File: config.mk
export PLATFORM = sky130hd
export DESIGN_NAME = ir_receiver_decoder
export DESIGN_NICKNAME = d
export VERILOG_FILES = /design/src/rtl/ir_packet_pkg.sv /design/src/rtl/ir_burst_meter.sv /design/src/rtl/ir_receiver_decoder.sv
export SDC_FILE = /design/constraint.sdc
export NUM_CORES = 1
export LEC_CHECK = 0
export BUFFER_PORTS_ARGS = -buffer_cell sky130_fd_sc_hd__buf_2
export CAP_MARGIN = 20
export CORE_MARGIN = 10
export CORE_UTILIZATION = 55
export DETAILED_ROUTE_END_ITERATION = 8
export GPL_ROUTABILITY_DRIVEN = 0
export MAX_ROUTING_LAYER = met4
export PLACE_DENSITY_LB_ADDON = 0.25
export SLEW_MARGIN = 20
export SYNTH_ARGS = -nofsm -noshare
export SYNTH_HDL_FRONTEND = slang
export SYNTH_SLANG_ARGS = --single-unit
File: constraint.sdc
create_clock -name CLK -period 5.4 [get_ports CLK]
set_input_delay 0.81 -clock CLK [delete_from_list [all_inputs] [get_ports CLK]]
set_output_delay 0.81 -clock CLK [all_outputs]
set_load 0.05 [all_outputs]
File: src/rtl/ir_packet_pkg.sv
// Shared IR packet definitions: carrier timing per colour, burst lengths,
// decoder state encoding and the burst-class match helper.
package ir_packet_pkg;

   localparam int CH_YELLOW = 1250;
   localparam int CH_RED    = 1389;
   localparam int CH_GREEN  = 1333;
   localparam int CH_BLUE   = 1389;

   localparam int START_LEN    = 192;
   localparam int SELECT_LEN   = 24;
   localparam int ASSERT_LEN   = 48;
   localparam int DEASSERT_LEN = 24;
   localparam int BURST_TOL    = 4;
   localparam int GAP_LEN      = 96;

   localparam int SIL_W = 24;

   typedef enum logic [1:0] {
      ST_IDLE   = 2'd0,
      ST_SELECT = 2'd1,
      ST_DATA   = 2'd2,
      ST_TAIL   = 2'd3
   } ir_state_t;

   function automatic logic burst_match(input logic [7:0] count, input int nominal,
                                        input int tol);
      int diff;
      diff = int'(count) - nominal;
      return (diff <= tol) && (diff >= -tol);
   endfunction

endpackage

File: src/rtl/ir_burst_meter.sv
// Front end of the IR receiver: synchronises the line, counts carrier rising
// edges within a burst, flags the end of a burst and measures silence.
module ir_burst_meter
   import ir_packet_pkg::*;
#(
   parameter int CARRIER_HALF = CH_RED
) (
   input  logic             i_clk,
   input  logic             i_rst_n,
   input  logic             i_ir,
   output logic             o_burst_done,
   output logic [7:0]       o_burst_count,
   output logic [SIL_W-1:0] o_silence_periods
);

   localparam int END_CLKS = 3 * (CARRIER_HALF + 1);
   localparam int PER_CLKS = 2 * (CARRIER_HALF + 1);
   localparam int END_W    = $clog2(END_CLKS);
   localparam int PER_W    = $clog2(PER_CLKS);

   logic             r_sync1, r_sync2, r_sync_d;
   logic             r_in_burst, r_done;
   logic [END_W-1:0] r_end_cnt;
   logic [PER_W-1:0] r_per_cnt;
   logic [7:0]       r_count;
   logic [SIL_W-1:0] r_sil;
   logic             w_rise;

   assign w_rise            = r_sync2 & ~r_sync_d;
   assign o_burst_done      = r_done;
   assign o_burst_count     = r_count;
   assign o_silence_periods = r_sil;

   // two-flop synchroniser plus a delayed copy for edge detection
   always_ff @(posedge i_clk) begin
      if (!i_rst_n) begin
         r_sync1  <= 1'b0;
         r_sync2  <= 1'b0;
         r_sync_d <= 1'b0;
      end else begin
         r_sync1  <= i_ir;
         r_sync2  <= r_sync1;
         r_sync_d <= r_sync2;
      end
   end

   // saturating edge counter; burst ends after three half-periods without an edge
   always_ff @(posedge i_clk) begin
      if (!i_rst_n) begin
         r_in_burst <= 1'b0;
         r_done     <= 1'b0;
         r_end_cnt  <= '0;
         r_count    <= '0;
      end else begin
         r_done <= 1'b0;
         if (w_rise) begin
            r_in_burst <= 1'b1;
            r_end_cnt  <= END_W'(END_CLKS - 1);
            if (!r_in_burst)
               r_count <= 8'd1;
            else if (r_count != 8'hFF)
               r_count <= r_count + 8'd1;
         end else if (r_in_burst) begin
            if (r_end_cnt == '0) begin
               r_in_burst <= 1'b0;
               r_done     <= 1'b1;
            end else begin
               r_end_cnt <= r_end_cnt - 1'b1;
            end
         end
      end
   end

   // whole carrier periods since the last rising edge, saturating
   always_ff @(posedge i_clk) begin
      if (!i_rst_n) begin
         r_per_cnt <= '0;
         r_sil     <= '0;
      end else if (w_rise) begin
         r_per_cnt <= PER_W'(PER_CLKS - 1);
         r_sil     <= '0;
      end else if (r_per_cnt == '0) begin
         r_per_cnt <= PER_W'(PER_CLKS - 1);
         if (r_sil != {SIL_W{1'b1}})
            r_sil <= r_sil + 1'b1;
      end else begin
         r_per_cnt <= r_per_cnt - 1'b1;
      end
   end

endmodule

File: src/rtl/ir_receiver_decoder.sv
// IR packet decoder: start, car-select and four data bursts, then a closing
// silence commits the 4-bit command.
//
//   state     | meaning
//   ST_IDLE   | waiting for a start-class burst
//   ST_SELECT | start seen, expecting the car-select burst
//   ST_DATA   | collecting data bits, LSB first
//   ST_TAIL   | four bits held, waiting for the closing silence
module ir_receiver_decoder
   import ir_packet_pkg::*;
#(
   parameter int CARRIER_HALF   = CH_RED,
   parameter int START_BURST    = START_LEN,
   parameter int SELECT_BURST   = SELECT_LEN,
   parameter int ASSERT_BURST   = ASSERT_LEN,
   parameter int DEASSERT_BURST = DEASSERT_LEN,
   parameter int TOL            = BURST_TOL,
   parameter int GAP_MAX        = GAP_LEN
) (
   input  logic       CLK,
   input  logic       RESET,
   input  logic       IR_IN,
   output logic [3:0] COMMAND,
   output logic       PACKET_VALID,
   output logic       PACKET_ERROR,
   output logic       BUSY
);

   logic             w_done;
   logic [7:0]       w_count;
   logic [SIL_W-1:0] w_sil;
   logic             w_is_start, w_is_select, w_is_assert, w_is_deassert, w_silent;

   ir_state_t  r_state, w_state_nxt;
   logic [3:0] r_shift, w_shift_nxt;
   logic [1:0] r_idx, w_idx_nxt;
   logic [3:0] r_cmd, w_cmd_nxt;
   logic       r_valid, w_valid_nxt;
   logic       r_error, w_error_nxt;

   ir_burst_meter #(.CARRIER_HALF(CARRIER_HALF)) u_meter (
      .i_clk             (CLK),
      .i_rst_n           (RESET),
      .i_ir              (IR_IN),
      .o_burst_done      (w_done),
      .o_burst_count     (w_count),
      .o_silence_periods (w_sil)
   );

   // select and de-assert share a nominal length, so classes are judged in state context
   assign w_is_start    = burst_match(w_count, START_BURST, TOL);
   assign w_is_select   = burst_match(w_count, SELECT_BURST, TOL);
   assign w_is_assert   = burst_match(w_count, ASSERT_BURST, TOL);
   assign w_is_deassert = burst_match(w_count, DEASSERT_BURST, TOL);
   assign w_silent      = (w_sil >= SIL_W'(GAP_MAX));

   assign COMMAND      = r_cmd;
   assign PACKET_VALID = r_valid;
   assign PACKET_ERROR = r_error;
   assign BUSY         = (r_state != ST_IDLE);

   // state, shift register, committed command and output pulses
   always_ff @(posedge CLK) begin
      if (!RESET) begin
         r_state <= ST_IDLE;
         r_shift <= '0;
         r_idx   <= '0;
         r_cmd   <= '0;
         r_valid <= 1'b0;
         r_error <= 1'b0;
      end else begin
         r_state <= w_state_nxt;
         r_shift <= w_shift_nxt;
         r_idx   <= w_idx_nxt;
         r_cmd   <= w_cmd_nxt;
         r_valid <= w_valid_nxt;
         r_error <= w_error_nxt;
      end
   end

   // next-state decode; an abort by a start burst resynchronises into SELECT
   always_comb begin
      w_state_nxt = r_state;
      w_shift_nxt = r_shift;
      w_idx_nxt   = r_idx;
      w_cmd_nxt   = r_cmd;
      w_valid_nxt = 1'b0;
      w_error_nxt = 1'b0;
      case (r_state)
         ST_IDLE: begin
            if (w_done && w_is_start)
               w_state_nxt = ST_SELECT;
         end
         ST_SELECT: begin
            if (w_done) begin
               if (w_is_select) begin
                  w_state_nxt = ST_DATA;
                  w_idx_nxt   = 2'd0;
               end else begin
                  w_error_nxt = 1'b1;
                  w_state_nxt = w_is_start ? ST_SELECT : ST_IDLE;
               end
            end else if (w_silent) begin
               w_error_nxt = 1'b1;
               w_state_nxt = ST_IDLE;
            end
         end
         ST_DATA: begin
            if (w_done) begin
               if (w_is_assert || w_is_deassert) begin
                  w_shift_nxt[r_idx] = w_is_assert;
                  if (r_idx == 2'd3)
                     w_state_nxt = ST_TAIL;
                  else
                     w_idx_nxt = r_idx + 2'd1;
               end else begin
                  w_error_nxt = 1'b1;
                  w_state_nxt = w_is_start ? ST_SELECT : ST_IDLE;
               end
            end else if (w_silent) begin
               w_error_nxt = 1'b1;
               w_state_nxt = ST_IDLE;
            end
         end
         ST_TAIL: begin
            if (w_done) begin
               w_error_nxt = 1'b1;
               w_state_nxt = w_is_start ? ST_SELECT : ST_IDLE;
            end else if (w_silent) begin
               w_cmd_nxt   = r_shift;
               w_valid_nxt = 1'b1;
               w_state_nxt = ST_IDLE;
            end
         end
         default: w_state_nxt = ST_IDLE;
      endcase
   end

endmodule

# Yosys cells after proc, flatten, opt, wreduce, memory -nomap -nowiden
# Cells that the tools add are included.
dict set report op_classes {
  reduce_logical 24
  muxes 37
  addsub 8
  bitwise_logic 7
  eq_ne 15
  magnitude_cmp 9
}
# op count
set op_table {}
lappend op_table {{13-bit 2-to-1 mux} 3}
lappend op_table {{9-bit by 3-bit >= comparator with 1-bit output, second input constant} 3}
lappend op_table {{9-bit by 4-bit less-or-equal comparator with 1-bit output, second input constant} 3}
lappend op_table {{2-bit 2-to-1 mux} 13}
lappend op_table {{24-bit by 1-bit adder with 24-bit output, second input constant} 1}
lappend op_table {{24-bit by 7-bit >= comparator with 1-bit output, second input constant} 1}
lappend op_table {{12-bit 2-to-1 mux} 2}
lappend op_table {{24-bit inequality test, second input constant} 1}
lappend op_table {{8-bit 2-to-1 mux} 2}
lappend op_table {{13-bit logical NOT} 1}
lappend op_table {{13-bit by 1-bit subtractor with 13-bit output, second input constant} 1}
lappend op_table {{12-bit logical NOT} 1}
lappend op_table {{1-bit 2-to-1 mux} 12}
lappend op_table {{12-bit by 1-bit subtractor with 12-bit output, second input constant} 1}
lappend op_table {{2-bit inequality test, second input constant} 5}
lappend op_table {{2-bit AND reduction} 5}
lappend op_table {{3-bit OR reduction} 3}
lappend op_table {{8-bit by 5-bit subtractor with 9-bit output, second input constant} 1}
lappend op_table {{8-bit by 6-bit subtractor with 9-bit output, second input constant} 1}
lappend op_table {{8-bit by 8-bit subtractor with 9-bit output, second input constant} 1}
lappend op_table {{8-bit by 1-bit adder with 8-bit output, second input constant} 1}
lappend op_table {{8-bit inequality test, second input constant} 1}
lappend op_table {{2-bit case mux with 4 select lines} 1}
lappend op_table {{2-bit == test, second input constant} 3}
lappend op_table {{19 further kinds} 33}
dict set report word_totals {
  ff_bits 76
}

# Longest topological paths before layout
dict set report logic_depth {
  word_depth 7
  ltp_mapped 10
  depth_no_buf 8
}

# By module
# From an unflattened synthesis, not the netlist that was laid out.
dict set report hier_totals {
  cells_unflattened 484
  hier_area_um2 4161.5
}
# module area_each_um2 cells_each instances
set modules_own_cells {}
lappend modules_own_cells {ir_burst_meter 2882.8 330 1}
lappend modules_own_cells {ir_receiver_decoder 1278.7 154 1}

# Worst setup path after synthesis
# Ideal clock, no wire load.
dict set report synth_timing {
  path_kind {register to register}
  from {register u_meter.r_count[6] (netlist: u_meter.o_burst_count[6])}
  to {register r_state[0]}
  setup_slack_ns 3.090
  t_arrival_ns 2.219
  synth_period_minus_slack_ns 2.310
  n_path_buf 1
  path_stages_with_launch 9
  cell_sequence {dfxtp_1 -> buf_2 -> clkinv_1 -> ha_1 -> nand2b_1 -> a31o_2 -> a32oi_1 -> a211oi_2 -> a311oi_1}
}
dict set report synth_via {
  elab_chain_len 7
  word_cells_on_any_way 24
  cone_classes {add/sub (3); order compare (6); eq/ne (2); mux (7); reduce/logical (6)}
}
# element line_no
set synth_rtl {}
lappend synth_rtl {{start: declaration} ir_burst_meter.sv:25} ;# logic [7:0] r_count;
lappend synth_rtl {{start signal: assignment} ir_burst_meter.sv:62} ;# r_count <= r_count + 8'd1;
lappend synth_rtl {{8-bit by 8-bit subtractor with 9-bit output (tied with other cells)} ir_packet_pkg.sv:29} ;# diff = int'(count) - nominal;
lappend synth_rtl {{9-bit by 4-bit less-or-equal comparator with 1-bit output or 9-bit by 3-bit >= comparator with 1-bit output (tied branches)} ir_packet_pkg.sv:30} ;# return (diff <= tol) && (diff >= -tol);
lappend synth_rtl {{1-bit logical AND} ir_packet_pkg.sv:30}
lappend synth_rtl {{1-bit 2-to-1 mux or 1-bit logical OR (tied branches)} n/a}
lappend synth_rtl {{2-bit 2-to-1 mux, on equally long branches} {ir_receiver_decoder.sv:110, ir_receiver_decoder.sv:96}}
lappend synth_rtl {{2-bit 2-to-1 mux, on equally long branches} {ir_receiver_decoder.sv:109, ir_receiver_decoder.sv:95}}
lappend synth_rtl {{2-bit case mux with 4 select lines} ir_receiver_decoder.sv:89} ;# case (r_state)
lappend synth_rtl {{end signal: assignment} ir_receiver_decoder.sv:72} ;# r_state <= w_state_nxt;
lappend synth_rtl {{end: declaration} ir_receiver_decoder.sv:34} ;# ir_state_t r_state, w_state_nxt;
# Parallel ways exist; a longest one is shown, timed or not.
# A chain may end at the register's enable or synchronous reset.

# Worst setup path after layout
# Ends and elaborated chain as after synthesis.

==> flow_summary.html <==
<table>
<tr><th>Metric</th><th>Value</th></tr>
<tr><th colspan="2">Outcome</th></tr>
<tr><td>Result of the run</td><td>finished, final reports clean</td></tr>
<tr><th colspan="2">Clock network</th></tr>
<tr><td>H-tree lvl count</td><td>3</td></tr>
<tr><td>Clock latency of the later-clocked register in the worst-skew pair</td><td>between 0.3 and 0.4 ns</td></tr>
<tr><td># clock sinks</td><td>76</td></tr>
<tr><td>Setup fix buffers added after clock tree synthesis</td><td>0</td></tr>
<tr><td>CTS tree</td><td>built</td></tr>
<tr><td>Root Driver</td><td>sky130_fd_sc_hd__clkbuf_8</td></tr>
<tr><td>Number of clock buffers inserted by TritonCTS</td><td>9</td></tr>
<tr><td>Clock slew at reported path FFs</td><td>0.09 ns</td></tr>
<tr><td>Max Root-Sink Buffers</td><td>2</td></tr>
<tr><td># resized after CTS</td><td>0</td></tr>
<tr><td>Hold-fix buffers at CTS</td><td>0</td></tr>
<tr><th colspan="2">Placed design</th></tr>
<tr><td>HPWL after detailed placement</td><td>5375 um</td></tr>
<tr><td>Number of input and output port buffers inserted</td><td>9</td></tr>
<tr><td>Cell count after placement</td><td>approximately 560</td></tr>
<tr><th colspan="2">Power</th></tr>
<tr><td>Final total power</td><td>0.001372 W</td></tr>
<tr><td>Leak</td><td>approximately 1.6 nW</td></tr>
<tr><td>Clock power share</td><td>0.360</td></tr>
<tr><td>Peak VDD IR</td><td>between 100 and 150 uV</td></tr>
<tr><td>Power share of the combinational group</td><td>0.167</td></tr>
<tr><td>Switching share of total power</td><td>0.2873</td></tr>
<tr><td>Sequential fraction of design power</td><td>0.472</td></tr>
<tr><td>Total internal power</td><td>about 0.00098 W</td></tr>
<tr><td>Switch Pwr</td><td>roughly 0.00039 W</td></tr>
<tr><td>PD cells</td><td>roughly 310 nW/um^2</td></tr>
<tr><th colspan="2">Synthesis</th></tr>
<tr><td>Mean instance size in the synthesized netlist</td><td>roughly 8.6 um^2</td></tr>
<tr><td>Proportion of synthesized chip area in sequential cells</td><td>0.3754</td></tr>
<tr><td>Dominant register cell in the synthesized netlist</td><td>sky130_fd_sc_hd__dfxtp_1</td></tr>
<tr><td>Share of synthesized flip-flops with an asynchronous set or reset</td><td>0</td></tr>
<tr><td>FF+latch count, synth</td><td>76</td></tr>
<tr><td>Netlist Area Pre-Place</td><td>4053 um^2</td></tr>
<tr><td>Number of flops mapped to enable cells by yosys</td><td>0</td></tr>
<tr><td>Post-Synthesis Cells</td><td>between 400 and 500</td></tr>
<tr><td>Number of warnings issued by yosys</td><td>0</td></tr>
<tr><td>Post-Syn Nets</td><td>501</td></tr>
<tr><td>Number of unique standard cell types used by synthesis</td><td>57</td></tr>
<tr><th colspan="2">Min path</th></tr>
<tr><td>Destination of the worst hold path</td><td>u_meter.r_sync2</td></tr>
<tr><td>Worst Min Path Start</td><td>u_meter.r_sync1</td></tr>
<tr><td>Min-Delay Path Depth</td><td>1</td></tr>
<tr><td>Min-delay worst type</td><td>register to register</td></tr>
<tr><th colspan="2">Final layout</th></tr>
<tr><td>N_diodes</td><td>0</td></tr>
<tr><td>Most frequent cells in the layout</td><td>sky130_fd_sc_hd__dfxtp_1 (76), sky130_fd_sc_hd__nor2_1 (60), sky130_fd_sc_hd__xnor2_1 (38)</td></tr>
<tr><td>Net total in the final layout</td><td>about 500</td></tr>
<tr><td>Fraction of layout instances using a drive strength above 1</td><td>0.09395</td></tr>
<tr><td>Non-filler cells, final</td><td>roughly 580</td></tr>
<tr><td>Area growth from synthesis to layout</td><td>8.521%</td></tr>
<tr><td>Leading cell type in the layout, fill and taps excluded</td><td>sky130_fd_sc_hd__dfxtp_1</td></tr>
<tr><td>Post-route core utilization</td><td>0.6096</td></tr>
<tr><th colspan="2">Critical path</th></tr>
<tr><td>Length in cells of the worst reg-to-reg path</td><td>7</td></tr>
<tr><td>Start of the worst register-to-register path</td><td>u_meter.o_burst_count[6]</td></tr>
<tr><td>Data arrival time of the worst path</td><td>about 3 ns</td></tr>
<tr><td>Crit end category</td><td>register</td></tr>
<tr><td>Capture point of the worst reg-to-reg path</td><td>r_state[0]</td></tr>
<tr><td>CP peak stage delay</td><td>roughly 0.63 ns</td></tr>
<tr><td>Data required time of the critical path</td><td>between 5 and 6 ns</td></tr>
<tr><td>Worst setup SP type</td><td>register</td></tr>
<tr><td>Crit Path Class</td><td>register to register</td></tr>
<tr><td>Critical-path cell list</td><td>clkinv_1 &gt; ha_1 &gt; nand2b_1 &gt; a31o_2 &gt; a32oi_1 &gt; a211oi_2 &gt; a311oi_1</td></tr>
<tr><td>Worst reg-to-reg setup slack</td><td>between 2 and 3 ns</td></tr>
<tr><td>Worst-path cell with the longest stage delay</td><td>sky130_fd_sc_hd__a32oi_1</td></tr>
<tr><td>Maximum fanout along the worst path</td><td>10</td></tr>
<tr><th colspan="2">Global route</th></tr>
<tr><td>GRT Util Overall</td><td>0.1439</td></tr>
<tr><td>Number of global-route vias before repair</td><td>2985</td></tr>
<tr><td>Maximum number of pins on one net before global-route repair</td><td>21</td></tr>
<tr><td>Total congestion overflow after global routing</td><td>0</td></tr>
<tr><td>Wire length of the first global-routing pass</td><td>13370 um</td></tr>
<tr><td>Antenna violations before repair</td><td>0</td></tr>
<tr><th colspan="2">Die</th></tr>
<tr><td>Y dimension of the die</td><td>between 100 and 150 um</td></tr>
<tr><td>Effective utilization at floorplan</td><td>0.5617</td></tr>
<tr><td>X dimension of the die</td><td>105.8 um</td></tr>
<tr><td>Site row count</td><td>31</td></tr>
<tr><td>Total Die Area</td><td>11200 um^2</td></tr>
<tr><td>Area of the core</td><td>between 7000 and 8000 um^2</td></tr>
<tr><td>Boundary Pins</td><td>10</td></tr>
<tr><th colspan="2">Timing</th></tr>
<tr><td>Setup clock skew after layout</td><td>0.01228 ns</td></tr>
<tr><td>Unrepaired setup endpoints after global routing</td><td>false</td></tr>
<tr><td>TNS Setup</td><td>0 ns</td></tr>
<tr><td>Count of pins over their slew limit</td><td>0</td></tr>
<tr><td>Max transition margin</td><td>0.5027</td></tr>
<tr><td>Time the worst path needs with I/O delays and setup</td><td>2.760 ns</td></tr>
<tr><td>Hold Fails Final Rpt</td><td>0</td></tr>
<tr><td>WHS</td><td>between 0.4 and 0.5 ns</td></tr>
<tr><td>Final period utilization</td><td>0.5110</td></tr>
<tr><td>Final setup fails</td><td>0</td></tr>
<tr><td>Worst-Margin Slew</td><td>about 0.75 ns</td></tr>
<tr><td>Peak clock frequency supported by timing</td><td>0.3624 GHz</td></tr>
<tr><th colspan="2">Route</th></tr>
<tr><td>Initial drt markers</td><td>134</td></tr>
<tr><td>Number of nets with antenna violations after detailed routing</td><td>0</td></tr>
<tr><td>Routed len/inst</td><td>roughly 13 um</td></tr>
<tr><td>Post-detailed-route DRC marker count</td><td>0</td></tr>
<tr><td>Routed WL</td><td>between 7000 and 8000 um</td></tr>
<tr><td>Routed vias/inst</td><td>5.547</td></tr>
<tr><td>Length of the first detailed-routing pass in iterations</td><td>4</td></tr>
<tr><td>Vias</td><td>around 3200</td></tr>
<tr><th colspan="2">Flow run</th></tr>
<tr><td>Number of violations of the max-capacitance limit</td><td>0</td></tr>
</table>
-- layer usage --
| layer | global-route usage | part of all wire | vias up |
|---|---|---|---|
| met5 | - | 0 | - |
| met4 | 0.04836 | 0.010 | 0 |
| met3 | 0.03471 | 0.039 | 9 |
| met2 | 0.2478 | 0.49 | 55 |
| met1 | 0.1594 | 0.46 | 1485 |
| li1 | - | - | 1657 |
-- cell families (layout without fill, tap and decap cells) --
| logic type | Yosys count | after routing | synth area share |
|---|---|---|---|
| AOI/OAI and AO/OA | 66 | 66 | 0.1068 |
| xor gates and xnor gates | 45 | 45 | 0.09725 |
| adders and majority gates | 25 | 25 | 0.07718 |
| buffers and inverters | 40 | 46 | 0.03797 |
| DFF | 76 | 76 | 0.3754 |
| muxes | 12 | 12 | 0.02964 |
| and+or+nand+nor | 209 | 209 | 0.2757 |
-- worst max-delay path, delay by kind of cell, from the launching register on --
kind            cells  cell delay, ns
simple gates        1            0.15
buf+inv             1            0.32
compound gates      4            1.40
flops               1            0.49
fa+ha+maj           1            0.31
-- worst max-delay path by stage --
stage / start / end / slack, ns / depth (start not counted)
2_1_floorplan: u_meter.o_burst_count[6] / r_state[0] / 3.09 / 8
3_3_place_gp: u_meter.o_burst_count[6] / r_state[0] / 2.83 / 7
3_5_place_dp: u_meter.o_burst_count[6] / r_state[0] / 2.68 / 7
4_1_cts: u_meter.o_burst_count[6] / r_state[0] / 2.65 / 7
5_1_grt: u_meter.o_burst_count[6] / r_state[0] / 2.35 / 7
6_report: u_meter.o_burst_count[6] / r_state[0] / 2.64 / 7
-- Yosys cell counts (3+ instances only) --
| cell | n | area (um^2) |
|---|---|---|
| sky130_fd_sc_hd__a21oi_1 | 30 | 150.1 |
| sky130_fd_sc_hd__a31o_2 | 3 | 26.28 |
| sky130_fd_sc_hd__and2_1 | 6 | 37.54 |
| sky130_fd_sc_hd__and3_1 | 8 | 50.05 |
| sky130_fd_sc_hd__and4_1 | 5 | 43.79 |
| sky130_fd_sc_hd__buf_2 | 3 | 15.01 |
| sky130_fd_sc_hd__clkbuf_1 | 17 | 63.81 |
| sky130_fd_sc_hd__dfxtp_1 | 76 | 1521 |
| sky130_fd_sc_hd__ha_1 | 25 | 312.8 |
| sky130_fd_sc_hd__inv_1 | 19 | 71.32 |
| sky130_fd_sc_hd__mux2i_1 | 12 | 120.1 |
| sky130_fd_sc_hd__nand2_1 | 32 | 120.1 |
| sky130_fd_sc_hd__nand2b_1 | 7 | 43.79 |
| sky130_fd_sc_hd__nand3_1 | 19 | 95.09 |
| sky130_fd_sc_hd__nand4_1 | 9 | 56.30 |
| sky130_fd_sc_hd__nor2_1 | 60 | 225.2 |
| sky130_fd_sc_hd__nor3_1 | 19 | 95.09 |
| sky130_fd_sc_hd__nor3b_1 | 7 | 52.55 |
| sky130_fd_sc_hd__nor4_1 | 9 | 56.30 |
| sky130_fd_sc_hd__o21ai_0 | 9 | 45.04 |
| sky130_fd_sc_hd__or2_2 | 3 | 18.77 |
| sky130_fd_sc_hd__or3_1 | 7 | 43.79 |
| sky130_fd_sc_hd__or4_4 | 3 | 33.78 |
| sky130_fd_sc_hd__xnor2_1 | 38 | 332.8 |
| sky130_fd_sc_hd__xor2_1 | 7 | 61.31 |
-- power by group through the flow --
stage               sequential [W]  combinational [W]  clock (W)
floorplan                 0.000650           0.000199          0
global placement          0.000658           0.000222          0
detailed placement        0.000660           0.000230          0
CTS                       0.000648           0.000231   0.000505
global route              0.000656           0.000257   0.000530
finish                    0.000648           0.000229   0.000494
-- registers in the layout, summed over array words and instances, names as in the netlist --
| signal | flops |
|---|---|
| u_meter.o_silence_periods | 24 |
| u_meter.r_end_cnt | 13 |
| u_meter.r_per_cnt | 12 |
| u_meter.o_burst_count | 8 |
| COMMAND | 4 |
| r_shift | 4 |
| r_idx | 2 |
| r_state | 2 |
| PACKET_ERROR | 1 |
| PACKET_VALID | 1 |
| u_meter.o_burst_done | 1 |
| u_meter.r_in_burst | 1 |
| u_meter.r_sync1 | 1 |
| u_meter.r_sync2 | 1 |
| u_meter.r_sync_d | 1 |
-- area by class of cell --
type                       instances  area (um^2)
sequential                        76         1521
inverter                          20        75.07
timing repair buffer              10        72.57
fill                             634         2816
tap                               99        123.9
clock buffer                       9        123.9
clock inverter                     7        103.9
multi-input combinational        357         2377
-- metrics by stage --
stage                     cell area, um^2  worst slack (ns)
after floorplan                      4053             3.090
after global placement               4143             2.832
after detailed placement             4170             2.684
after CTS                            4398             2.655
after global routing                 4398             2.351
final                                4398             2.640
Note: power is estimated with default switching activity, not from simulation.
